==> src/rtl/vedic_pkg.sv <==
// Shared definitions for the sequential Vedic multiplier: FSM state
// encoding, nibble/partial-product widths and the 2x2 Urdhva-Tiryak cell.
package vedic_pkg;

  localparam int unsigned NIB_W = 4;
  localparam int unsigned PP_W  = 8;

  typedef enum logic [1:0] {
    IDLE = 2'd0,
    RUN  = 2'd1,
    DONE = 2'd2
  } state_t;

  // 2x2 vertically-and-crosswise product: vertical LSB, crosswise middle,
  // vertical MSB plus the crosswise carry.
  function automatic logic [3:0] vedic2x2(input logic [1:0] x, input logic [1:0] y);
    logic t1, t2, s1, c1, v;
    t1 = x[1] & y[0];
    t2 = x[0] & y[1];
    s1 = t1 ^ t2;
    c1 = t1 & t2;
    v  = x[1] & y[1];
    return {v & c1, v ^ c1, s1, x[0] & y[0]};
  endfunction

endpackage

==> src/rtl/mul4x4.sv <==
// Combinational 4x4 Vedic multiplier built from four 2x2 Urdhva-Tiryak cells.
module mul4x4
  import vedic_pkg::*;
(
  input  logic [NIB_W-1:0] a,
  input  logic [NIB_W-1:0] b,
  output logic [PP_W-1:0]  p
);

  logic [3:0] q0, q1, q2, q3;
  logic [4:0] mid;

  // Combine the four 2x2 partial products with their 2-bit weights.
  always_comb begin
    q0  = vedic2x2(a[1:0], b[1:0]);
    q1  = vedic2x2(a[3:2], b[1:0]);
    q2  = vedic2x2(a[1:0], b[3:2]);
    q3  = vedic2x2(a[3:2], b[3:2]);
    mid = {1'b0, q1} + {1'b0, q2};
    p   = {4'b0000, q0} + {1'b0, mid, 2'b00} + {q3, 4'b0000};
  end

endmodule

==> src/rtl/vedic_seq_mul.sv <==
// Iterative WIDTH x WIDTH unsigned multiplier: one nibble pair per cycle
// through a single mul4x4 core, shift-accumulated into a 2*WIDTH product.
// Optional two's-complement mode behind macro VEDIC_SEQ_MUL_SIGNED_EN
// (adds port signed_op; operands are captured as magnitudes plus a sign).
module vedic_seq_mul
  import vedic_pkg::*;
#(
  parameter int unsigned WIDTH = 16
) (
  input  logic               clk,
  input  logic               rst_n,
  input  logic               in_valid,
  output logic               in_ready,
  input  logic [WIDTH-1:0]   a,
  input  logic [WIDTH-1:0]   b,
  output logic               out_valid,
  input  logic               out_ready,
  output logic [2*WIDTH-1:0] p,
  output logic               busy
`ifdef VEDIC_SEQ_MUL_SIGNED_EN
  ,
  input  logic               signed_op
`endif
);

  localparam int unsigned N   = WIDTH / NIB_W;
  localparam int unsigned CW  = $clog2(N);
  localparam int unsigned PW  = 2 * WIDTH;
  localparam int unsigned SHW = $clog2(PW);

  state_t             state;
  logic [WIDTH-1:0]   a_r, b_r;
  logic [WIDTH-1:0]   a_cap, b_cap;
  logic [PW-1:0]      acc, acc_next, pp_sh, res;
  logic [CW-1:0]      i, j;
  logic [NIB_W-1:0]   a_nib, b_nib;
  logic [PP_W-1:0]    pp;
  logic [SHW-1:0]     shamt;
`ifdef VEDIC_SEQ_MUL_SIGNED_EN
  logic               sign_r, sign_cap;
`endif

  // Select the current nibble pair from the registered operands.
  always_comb begin
    a_nib = a_r[NIB_W*i +: NIB_W];
    b_nib = b_r[NIB_W*j +: NIB_W];
  end

  mul4x4 u_core (
    .a (a_nib),
    .b (b_nib),
    .p (pp)
  );

  // Weight the nibble product by 4*(i+j) and add it to the running sum.
  always_comb begin
    shamt    = SHW'((32'(i) + 32'(j)) * NIB_W);
    pp_sh    = PW'(pp) << shamt;
    acc_next = acc + pp_sh;
    res      = acc_next;
`ifdef VEDIC_SEQ_MUL_SIGNED_EN
    if (sign_r) res = '0 - acc_next;
`endif
  end

  // Operand capture values; in signed mode these are magnitudes.
  always_comb begin
    a_cap = a;
    b_cap = b;
`ifdef VEDIC_SEQ_MUL_SIGNED_EN
    sign_cap = 1'b0;
    if (signed_op) begin
      if (a[WIDTH-1]) a_cap = '0 - a;
      if (b[WIDTH-1]) b_cap = '0 - b;
      sign_cap = a[WIDTH-1] ^ b[WIDTH-1];
    end
`endif
  end

  // Control FSM with registered handshake outputs, counters and accumulator.
  always_ff @(posedge clk or negedge rst_n) begin
    if (!rst_n) begin
      state     <= IDLE;
      in_ready  <= 1'b1;
      out_valid <= 1'b0;
      busy      <= 1'b0;
      p         <= '0;
      acc       <= '0;
      a_r       <= '0;
      b_r       <= '0;
      i         <= '0;
      j         <= '0;
`ifdef VEDIC_SEQ_MUL_SIGNED_EN
      sign_r    <= 1'b0;
`endif
    end else begin
      unique case (state)
        IDLE: begin
          if (in_valid) begin
            a_r      <= a_cap;
            b_r      <= b_cap;
`ifdef VEDIC_SEQ_MUL_SIGNED_EN
            sign_r   <= sign_cap;
`endif
            acc      <= '0;
            i        <= '0;
            j        <= '0;
            state    <= RUN;
            in_ready <= 1'b0;
            busy     <= 1'b1;
          end
        end
        RUN: begin
          acc <= acc_next;
          if (j == CW'(N - 1)) begin
            j <= '0;
            if (i == CW'(N - 1)) begin
              i         <= '0;
              p         <= res;
              state     <= DONE;
              out_valid <= 1'b1;
            end else begin
              i <= i + 1'b1;
            end
          end else begin
            j <= j + 1'b1;
          end
        end
        DONE: begin
          if (out_ready) begin
            state     <= IDLE;
            out_valid <= 1'b0;
            busy      <= 1'b0;
            in_ready  <= 1'b1;
          end
        end
        default: begin
          state     <= IDLE;
          out_valid <= 1'b0;
          busy      <= 1'b0;
          in_ready  <= 1'b1;
        end
      endcase
    end
  end

endmodule

==> config.mk <==
export PLATFORM = sky130hd
export DESIGN_NAME = vedic_seq_mul
export DESIGN_NICKNAME = d
export VERILOG_FILES = /design/src/rtl/vedic_pkg.sv /design/src/rtl/mul4x4.sv /design/src/rtl/vedic_seq_mul.sv
export SDC_FILE = /design/constraint.sdc
export NUM_CORES = 1
export LEC_CHECK = 0
export ABC_AREA = 0
export ABC_CLOCK_PERIOD_IN_PS = 14150
export BUFFER_PORTS_ARGS = -buffer_cell sky130_fd_sc_hd__buf_2
export CAP_MARGIN = 15
export CORE_UTILIZATION = 52
export DETAILED_ROUTE_END_ITERATION = 10
export HOLD_SLACK_MARGIN = 0.02
export PLACE_DENSITY = 0.72
export SLEW_MARGIN = 20
export SYNTH_ARGS = -nofsm -noshare
export SYNTH_HDL_FRONTEND = slang
export SYNTH_SLANG_ARGS = --single-unit
==> constraint.sdc <==
create_clock -name clk -period 14.15 [get_ports clk]
set_clock_uncertainty 0.15 [all_clocks]
set_input_delay 4.245 -clock clk [delete_from_list [all_inputs] [get_ports clk]]
set_output_delay 4.245 -clock clk [all_outputs]
set_load 0.02 [all_outputs]
# Yosys cells after proc, flatten, opt, wreduce, memory -nomap -nowiden
# Index checks and enable logic that the tools add are counted.
[word_totals]
register_bits = 105
in_bits = 36
out_inout_bits = 35
wordCells = 93
[classes]
add_sub_neg = 7
eq_ne = 8
shift = 3
n_mux = 22
bitwise_logic = 34
n_reduce_logical = 9
[op_table]
columns = ["op", "n"]
rows = [
  ["case mux 32 bit (2 select lines)", 1],
  ["adder 32 bit", 1],
  ["two-way mux 32 bit", 1],
  ["indexed part select 16 x 5 -> 4 bit", 2],
  ["<< shifter 8 x 5 -> 32 bit", 1],
  ["bitwise AND 1 bit", 24],
  ["two-way mux 2 bit", 8],
  ["case mux 1 bit (3 select lines)", 3],
  ["AND reduction 3 bit", 3],
  ["adder 4 x 7 -> 8 bit", 1],
  ["adder 8 bit", 1],
  ["inequality test 2 bit, second input constant", 4],
  ["case mux 2 bit (2 select lines)", 2],
  ["AND reduction 4 bit", 2],
  ["XOR 1 bit", 8],
  ["== test 2 bit, second input constant", 3],
  ["two-way mux 1 bit", 6],
  ["case mux 2 bit (3 select lines)", 1],
  ["adder 4 x 4 -> 5 bit", 1],
  ["adder 2 x 1 -> 2 bit, second input constant", 2],
  ["AND reduction 2 bit", 2],
  ["adder 2 x 2 -> 3 bit", 1],
  ["== test 2 x 1 -> 1 bit, second input constant", 1],
  ["logical NOT 2 bit", 1],
  ["2 further kinds", 3],
]

# Longest topological paths before layout
[depth]
word_depth = 10
mapped_depth = 24

# Modules after synthesis
# Synthesis repeated with hierarchy kept, for this count alone.
[hier_totals]
hier_cells = 703
area_unflattened_um2 = 6730.2
[by_module_without_submodules]
columns = ["module", "instances", "cells_each", "area_each_um2", "seq_area_each_um2"]
rows = [
  ["vedic_seq_mul", 1, 645, 6218.5, 2628.8],
  ["mul4x4", 1, 58, 511.7, 0.0],
]

# Worst setup path after synthesis
# No wires, ideal clock.
[synth_timing]
path_type = "flip-flop to flip-flop"
startpoint = "register i[0]"
endpoint = "register p[20]"
setup_ns = 0.131
arrival_time_ns = 5.302
required_time_ns = 13.869
setup_slack_ns = 8.566
stages_incl_launch_ff = 25
cell_sequence = "dfrtp_1 -> buf_2 -> mux4_2 -> and2_1 -> ha_1 -> ha_1 -> ha_1 -> a21o_1 -> a21o_1 -> ha_1 -> and3_4 -> a2111oi_4 -> xor2_1 -> and2b_1 -> a21oi_1 -> nor2b_1 -> ha_1 -> buf_2 -> a21oi_1 -> o21ai_0 -> a41o_1 -> o2111ai_1 -> nand2_1 -> xnor2_1 -> o21ai_0"
[synth_between]
elab_chain_cells = 9
elab_cells_between_ends = 41
classes_between = "add/sub (5); eq/ne (1); shift (2); bitwise (32); reduce/logical (1)"
[synth_lines]
columns = ["item", "line_no", "source"]
rows = [
  ["start, declared", "vedic_seq_mul.sv:35", "logic [CW-1:0] i, j;"],
  ["start signal, assigned", "vedic_seq_mul.sv:123", "i <= i + 1'b1;"],
  ["indexed part select 16 x 5 -> 4 bit", "vedic_seq_mul.sv:45", "a_nib = a_r[NIB_W*i +: NIB_W];"],
  ["bitwise AND 1 bit (on tied branches)", "vedic_pkg.sv:18, vedic_pkg.sv:19", ""],
  ["bitwise AND 1 bit", "vedic_pkg.sv:21", "c1 = t1 & t2;"],
  ["XOR 1 bit / bitwise AND 1 bit (equally long branches)", "vedic_pkg.sv:23", "return {v & c1, v ^ c1, s1, x[0] & y[0]};"],
  ["adder 4 x 4 -> 5 bit", "mul4x4.sv:19", "mid = {1'b0, q1} + {1'b0, q2};"],
  ["adder 4 x 7 -> 8 bit", "mul4x4.sv:20", "p = {4'b0000, q0} + {1'b0, mid, 2'b00} + {q3, 4'b0000};"],
  ["adder 8 bit", "mul4x4.sv:20", ""],
  ["<< shifter 8 x 5 -> 32 bit", "vedic_seq_mul.sv:58", "pp_sh = PW'(pp) << shamt;"],
  ["adder 32 bit", "vedic_seq_mul.sv:59", "acc_next = acc + pp_sh;"],
  ["end signal, assigned", "vedic_seq_mul.sv:119", "p <= res;"],
  ["end, declared", "vedic_seq_mul.sv:18", "output logic [2*WIDTH-1:0] p,"],
]
# Parallel ways exist; a longest one is shown, timed or not.
# A chain may end at the register's enable or synchronous reset.

# Worst setup path after layout
[layout_timing]
startpoint = "register i[0]"
endpoint = "register acc[24]"
[layout_between]
elab_chain_cells = 10
elab_cells_between_ends = 40
classes_between = "add/sub (5); shift (2); mux (1); bitwise (32)"
[layout_lines]
columns = ["item", "line_no", "source"]
rows = [
  ["indexed part select 16 x 5 -> 4 bit", "vedic_seq_mul.sv:45", ""],
  ["bitwise AND 1 bit (on tied branches)", "vedic_pkg.sv:18, vedic_pkg.sv:19", ""],
  ["bitwise AND 1 bit", "vedic_pkg.sv:21", ""],
  ["XOR 1 bit / bitwise AND 1 bit (equally long branches)", "vedic_pkg.sv:23", ""],
  ["adder 4 x 4 -> 5 bit", "mul4x4.sv:19", ""],
  ["adder 4 x 7 -> 8 bit", "mul4x4.sv:20", ""],
  ["adder 8 bit", "mul4x4.sv:20", ""],
  ["<< shifter 8 x 5 -> 32 bit (*)", "vedic_seq_mul.sv:58", ""],
  ["adder 32 bit (*)", "vedic_seq_mul.sv:59", ""],
  ["case mux 32 bit (2 select lines) (*)", "vedic_seq_mul.sv:97", "unique case (state)"],
  ["end signal, assigned", "vedic_seq_mul.sv:114", "acc <= acc_next;"],
  ["end, declared", "vedic_seq_mul.sv:34", "logic [PW-1:0] acc, acc_next, pp_sh, res;"],
]
# Mark *: on every way between the ends. The rest lies on a longest branch, timed or not.

==> metrics.txt <==
# TYPE chip_impl_metric gauge
chip_impl_metric{name="grt_first_pass_wirelength",unit="um"} 29030
chip_impl_metric{name="max-slew-margin-rel",unit=""} 0.4725
chip_impl_metric{name="timing_worst_slew_pin_value",unit="ns"} 0.7830
chip_impl_metric{name="design.final.nets",unit=""} 940
chip_impl_metric{name="syn-instance-count",unit=""} 810
chip_impl_metric{name="timing_hold_violations_final",unit=""} 0
chip_impl_metric{name="syn-mean-instance-area",unit="um^2"} 8.598
chip_impl_metric{name="leakage",unit="uW"} 0.003855
chip_impl_info{name="critPathKind",value="reg -> reg"} 1
chip_impl_info{name="ff_to_ff_start",value="i[0]"} 1
chip_impl_info{name="run_status",value="completed"} 1
chip_impl_metric{name="routabilityCongestion",unit=""} 0.9056
chip_impl_metric{name="power_per_cell_area",unit="mW/mm^2"} 277.7
chip_impl_metric{name="mappedNetlistArea",unit="mm^2"} 0.006964
chip_impl_metric{name="die_height",unit="um"} 117.7
chip_impl_metric{name="initial_core_util",unit=""} 0.5430
chip_impl_metric{name="antenna_violating_nets_post_route",unit=""} 0
chip_impl_metric{name="drv_slew",unit=""} 0
chip_impl_metric{name="min_cycle_time_layout",unit="ns"} 6.409
chip_impl_metric{name="ys_seq_area_frac",unit=""} 0.3775
chip_impl_metric{name="worstSkewPairLatency",unit="ns"} 0.36
chip_impl_metric{name="asyncSetResetFlopFracSynth",unit=""} 1.000
chip_impl_metric{name="floorplan.core_area",unit="mm^2"} 0.01282
chip_impl_metric{name="clk_path_buf_depth",unit=""} 2
chip_impl_metric{name="ctsHoldBuffers",unit=""} 0
chip_impl_metric{name="insertedDiodeCount",unit=""} 0
chip_impl_metric{name="fmax",unit="MHz"} 156.0
chip_impl_metric{name="port_buffers",unit=""} 70
chip_impl_metric{name="synthDistinctLibCells",unit=""} 63
chip_impl_metric{name="detailed_place_hpwl",unit="um"} 12760
chip_impl_metric{name="layout_cells_sized_above_1",unit=""} 0.1417
chip_impl_metric{name="fp-row-count",unit=""} 41
chip_impl_metric{name="area_growth_syn_to_layout",unit="%"} 10.42
chip_impl_metric{name="post_dp_cell_area",unit="mm^2"} 0.007388
chip_impl_metric{name="post_route_fraction_of_the_period_consumed_by_the_critical_path",unit=""} 0.4530
chip_impl_metric{name="synth.net_count",unit=""} 901
chip_impl_metric{name="route.final.wire_length",unit="um"} 17170
chip_impl_metric{name="synth_seq_cells",unit=""} 105
chip_impl_metric{name="wire_per_inst",unit="um"} 16.73
chip_impl_metric{name="track_usage",unit=""} 0.2600
chip_impl_metric{name="peakVddDrop",unit="mV"} 0.1356
chip_impl_metric{name="top_level_ports",unit=""} 71
chip_impl_info{name="hold_end",value="p[12]"} 1
chip_impl_info{name="setup.worst_path.end_class",value="register"} 1
chip_impl_metric{name="vias_in_the_first_global_route",unit=""} 5965
chip_impl_metric{name="cts_inserted_buffers",unit=""} 9
chip_impl_metric{name="arrival_time_of_data_at_the_critical_path_endpoint",unit="ns"} 6.48
chip_impl_info{name="hold_path_class",value="reg -> reg"} 1
chip_impl_metric{name="floorplan.die.width",unit="um"} 117.7
chip_impl_metric{name="die-area",unit="mm^2"} 0.01386
chip_impl_metric{name="drt-initial-drc-count",unit=""} 344
chip_impl_info{name="clockRootBuffer",value="clkbuf_16"} 1
chip_impl_info{name="hp-start",value="p[12]"} 1
chip_impl_metric{name="clock_sinks",unit=""} 105
chip_impl_metric{name="seq_area",unit="mm^2"} 0.002629
chip_impl_metric{name="final_cell_count_no_fill",unit=""} 1026
chip_impl_metric{name="timing.hold.worst_path_depth",unit=""} 2
chip_impl_metric{name="worst-r2r-setup-slack",unit="ns"} 7.74
chip_impl_metric{name="detailroute.via_count",unit=""} 6115
chip_impl_metric{name="cap_viol_max_count",unit=""} 0
chip_impl_metric{name="setup_viol",unit=""} 0
chip_impl_metric{name="critical_path_required",unit="ns"} 14.22
chip_impl_metric{name="synth_enable_flop_cells",unit=""} 0
chip_impl_metric{name="total_number_of_yosys_warnings",unit=""} 0
chip_impl_metric{name="cts.clk_slew.worst_paths",unit="ns"} 0.08
chip_impl_metric{name="totalNegativeSetupSlack",unit="ns"} 0
chip_impl_metric{name="multi_input_area",unit="mm^2"} 0.004101
chip_impl_info{name="synthFlopType",value="dfrtp_1"} 1
chip_impl_metric{name="grt_start_max_net_pins",unit=""} 68
chip_impl_metric{name="worst-r2r-cell-count",unit=""} 21
chip_impl_metric{name="remaining_drcs",unit=""} 0
chip_impl_metric{name="detail_route.first_pass.iterations",unit=""} 5
chip_impl_metric{name="cts_max_level",unit=""} 3
chip_impl_info{name="regToRegEndpoint",value="acc[24]"} 1
chip_impl_metric{name="timing.hold.ws",unit="ns"} 0.3250
chip_impl_metric{name="grt-ovfl-total",unit=""} 0
chip_impl_metric{name="cts_resized",unit=""} 0
chip_impl_metric{name="grt_antenna_before_repair",unit=""} 0
chip_impl_metric{name="place.detailed.instances",unit=""} 1010
chip_impl_metric{name="stdcell_area",unit="mm^2"} 0.007690
chip_impl_info{name="tritoncts",value="yes"} 1
chip_impl_metric{name="vias_per_cell",unit=""} 5.960
chip_impl_metric{name="filler_cell_count",unit=""} 1195
chip_impl_info{name="grt_setup_unrepaired",value="no"} 1
chip_impl_info{name="setup.worst_path.start_class",value="register"} 1
chip_impl_metric{name="post-cts-setup-buffers",unit=""} 0
chip_impl_metric{name="crit_path_max_fanout",unit=""} 8
chip_impl_metric{name="finalPower",unit="uW"} 2136
cells by family (layout without fill, tap and decap cells):
logic type | after synthesis | count (layout) | synth area share
AO/OA/AOI/OAI | 193 | 193 | 0.1806
buffers and inverters | 60 | 104 | 0.03503
flip-flops | 105 | 105 | 0.3775
multiplexers | 12 | 12 | 0.03162
XOR/XNOR | 29 | 29 | 0.03863
adder cells (fa/ha/maj) | 55 | 55 | 0.1031
AND/OR/NAND/NOR | 356 | 356 | 0.2336
cells in the final DEF (no fill, tap or decap), drive strengths merged, types with 16 or more instances in the layout:
cell type    n
a21oi       39
nor2        51
nand3       52
nand2      168
dfrtp      104
ha          51
o21ai       75
buf         76
and2        21
nand4       16
a21o        22
synth_stat cells (5+ instances only):
cell type,instances,share of area
nand2_1,168,0.091
dfrtp_1,104,0.37
o21ai_0,68,0.049
nand3_1,52,0.037
ha_1,51,0.092
nor2_1,51,0.027
a21oi_1,36,0.026
clkbuf_1,30,0.016
a21o_1,22,0.024
and2_1,21,0.019
nand4_1,16,0.014
buf_2,15,0.011
xnor2_1,15,0.019
xor2_1,13,0.016
inv_1,12,0.0065
nor3_1,12,0.0086
mux4_2,8,0.026
o21ai_1,7,0.0050
a211oi_1,6,0.0065
and3_1,6,0.0054
nand2b_1,6,0.0054
nor2b_1,6,0.0054
a211o_1,5,0.0063
a31oi_1,5,0.0045
o21a_1,5,0.0054
area by class of cell:
class                      instances  share of cell area
multi-input combinational        645              0.5334
sequential                       105              0.3418
timing repair buffer              76             0.05174
clock buffer                      10             0.03108
tap                              172             0.02799
clock inverter                     6            0.008135
inverter                          12            0.005857
layer usage:
layer  GRT usage  wire length, um
met1      0.3518             7864
met2      0.4191             8091
met3     0.04409              861
met4     0.09455              351
met5           0                0
flip-flops by register name, indices dropped and copies added (netlist names), 2 cells and up:
signal and flops:
i 2, acc 32, state 2, b_r 16, p 32, j 2
a_r 16
worst max-delay path, cell delays in order, from the launching register on:
cell       delay [ns]
dfrtp_1          0.56
mux4_2           0.62
and2_1           0.19
ha_1             0.17
ha_1             0.27
ha_1             0.33
a21o_1           0.19
a21o_1           0.18
ha_1             0.34
and3_4           0.18
a2111oi_4        0.35
xor2_1           0.28
and2b_1          0.21
a21oi_1          0.19
nor2b_1          0.08
ha_1             0.43
nand3_1          0.13
a211oi_1         0.33
o2111ai_1        0.28
and4_1           0.25
nor3_1           0.39
o21ai_0          0.15
stage by stage:
step / worst slack, ns / utilization
finish: 7.741 / 0.5996
global route: 7.389 / 0.5996
CTS: 7.816 / 0.5996
detailed placement: 7.847 / 0.5761
global placement: 7.996 / 0.5761
floorplan: 8.566 / -
worst max-delay path by stage:
stage,startpoint,end,slack [ns],depth (start not counted)
finish,i[0],acc[24],7.74,21
global route,i[0],acc[24],7.39,21
CTS,i[0],acc[24],7.82,21
detailed placement,j[0],acc[24],7.85,21
global placement,i[0],acc[24],8.00,21
floorplan,i[0],p[20],8.57,24
power breakdown:
| part | internal [uW] | switching [uW] | total [uW] |
|---|---|---|---|
| logic | 504 | 851 | 1360 |
| clock network | 129 | 121 | 249 |
| registers | 439 | 92.7 | 531 |
| total | 1070 | 1060 | 2140 |
Power figures use the tool's default switching activity.
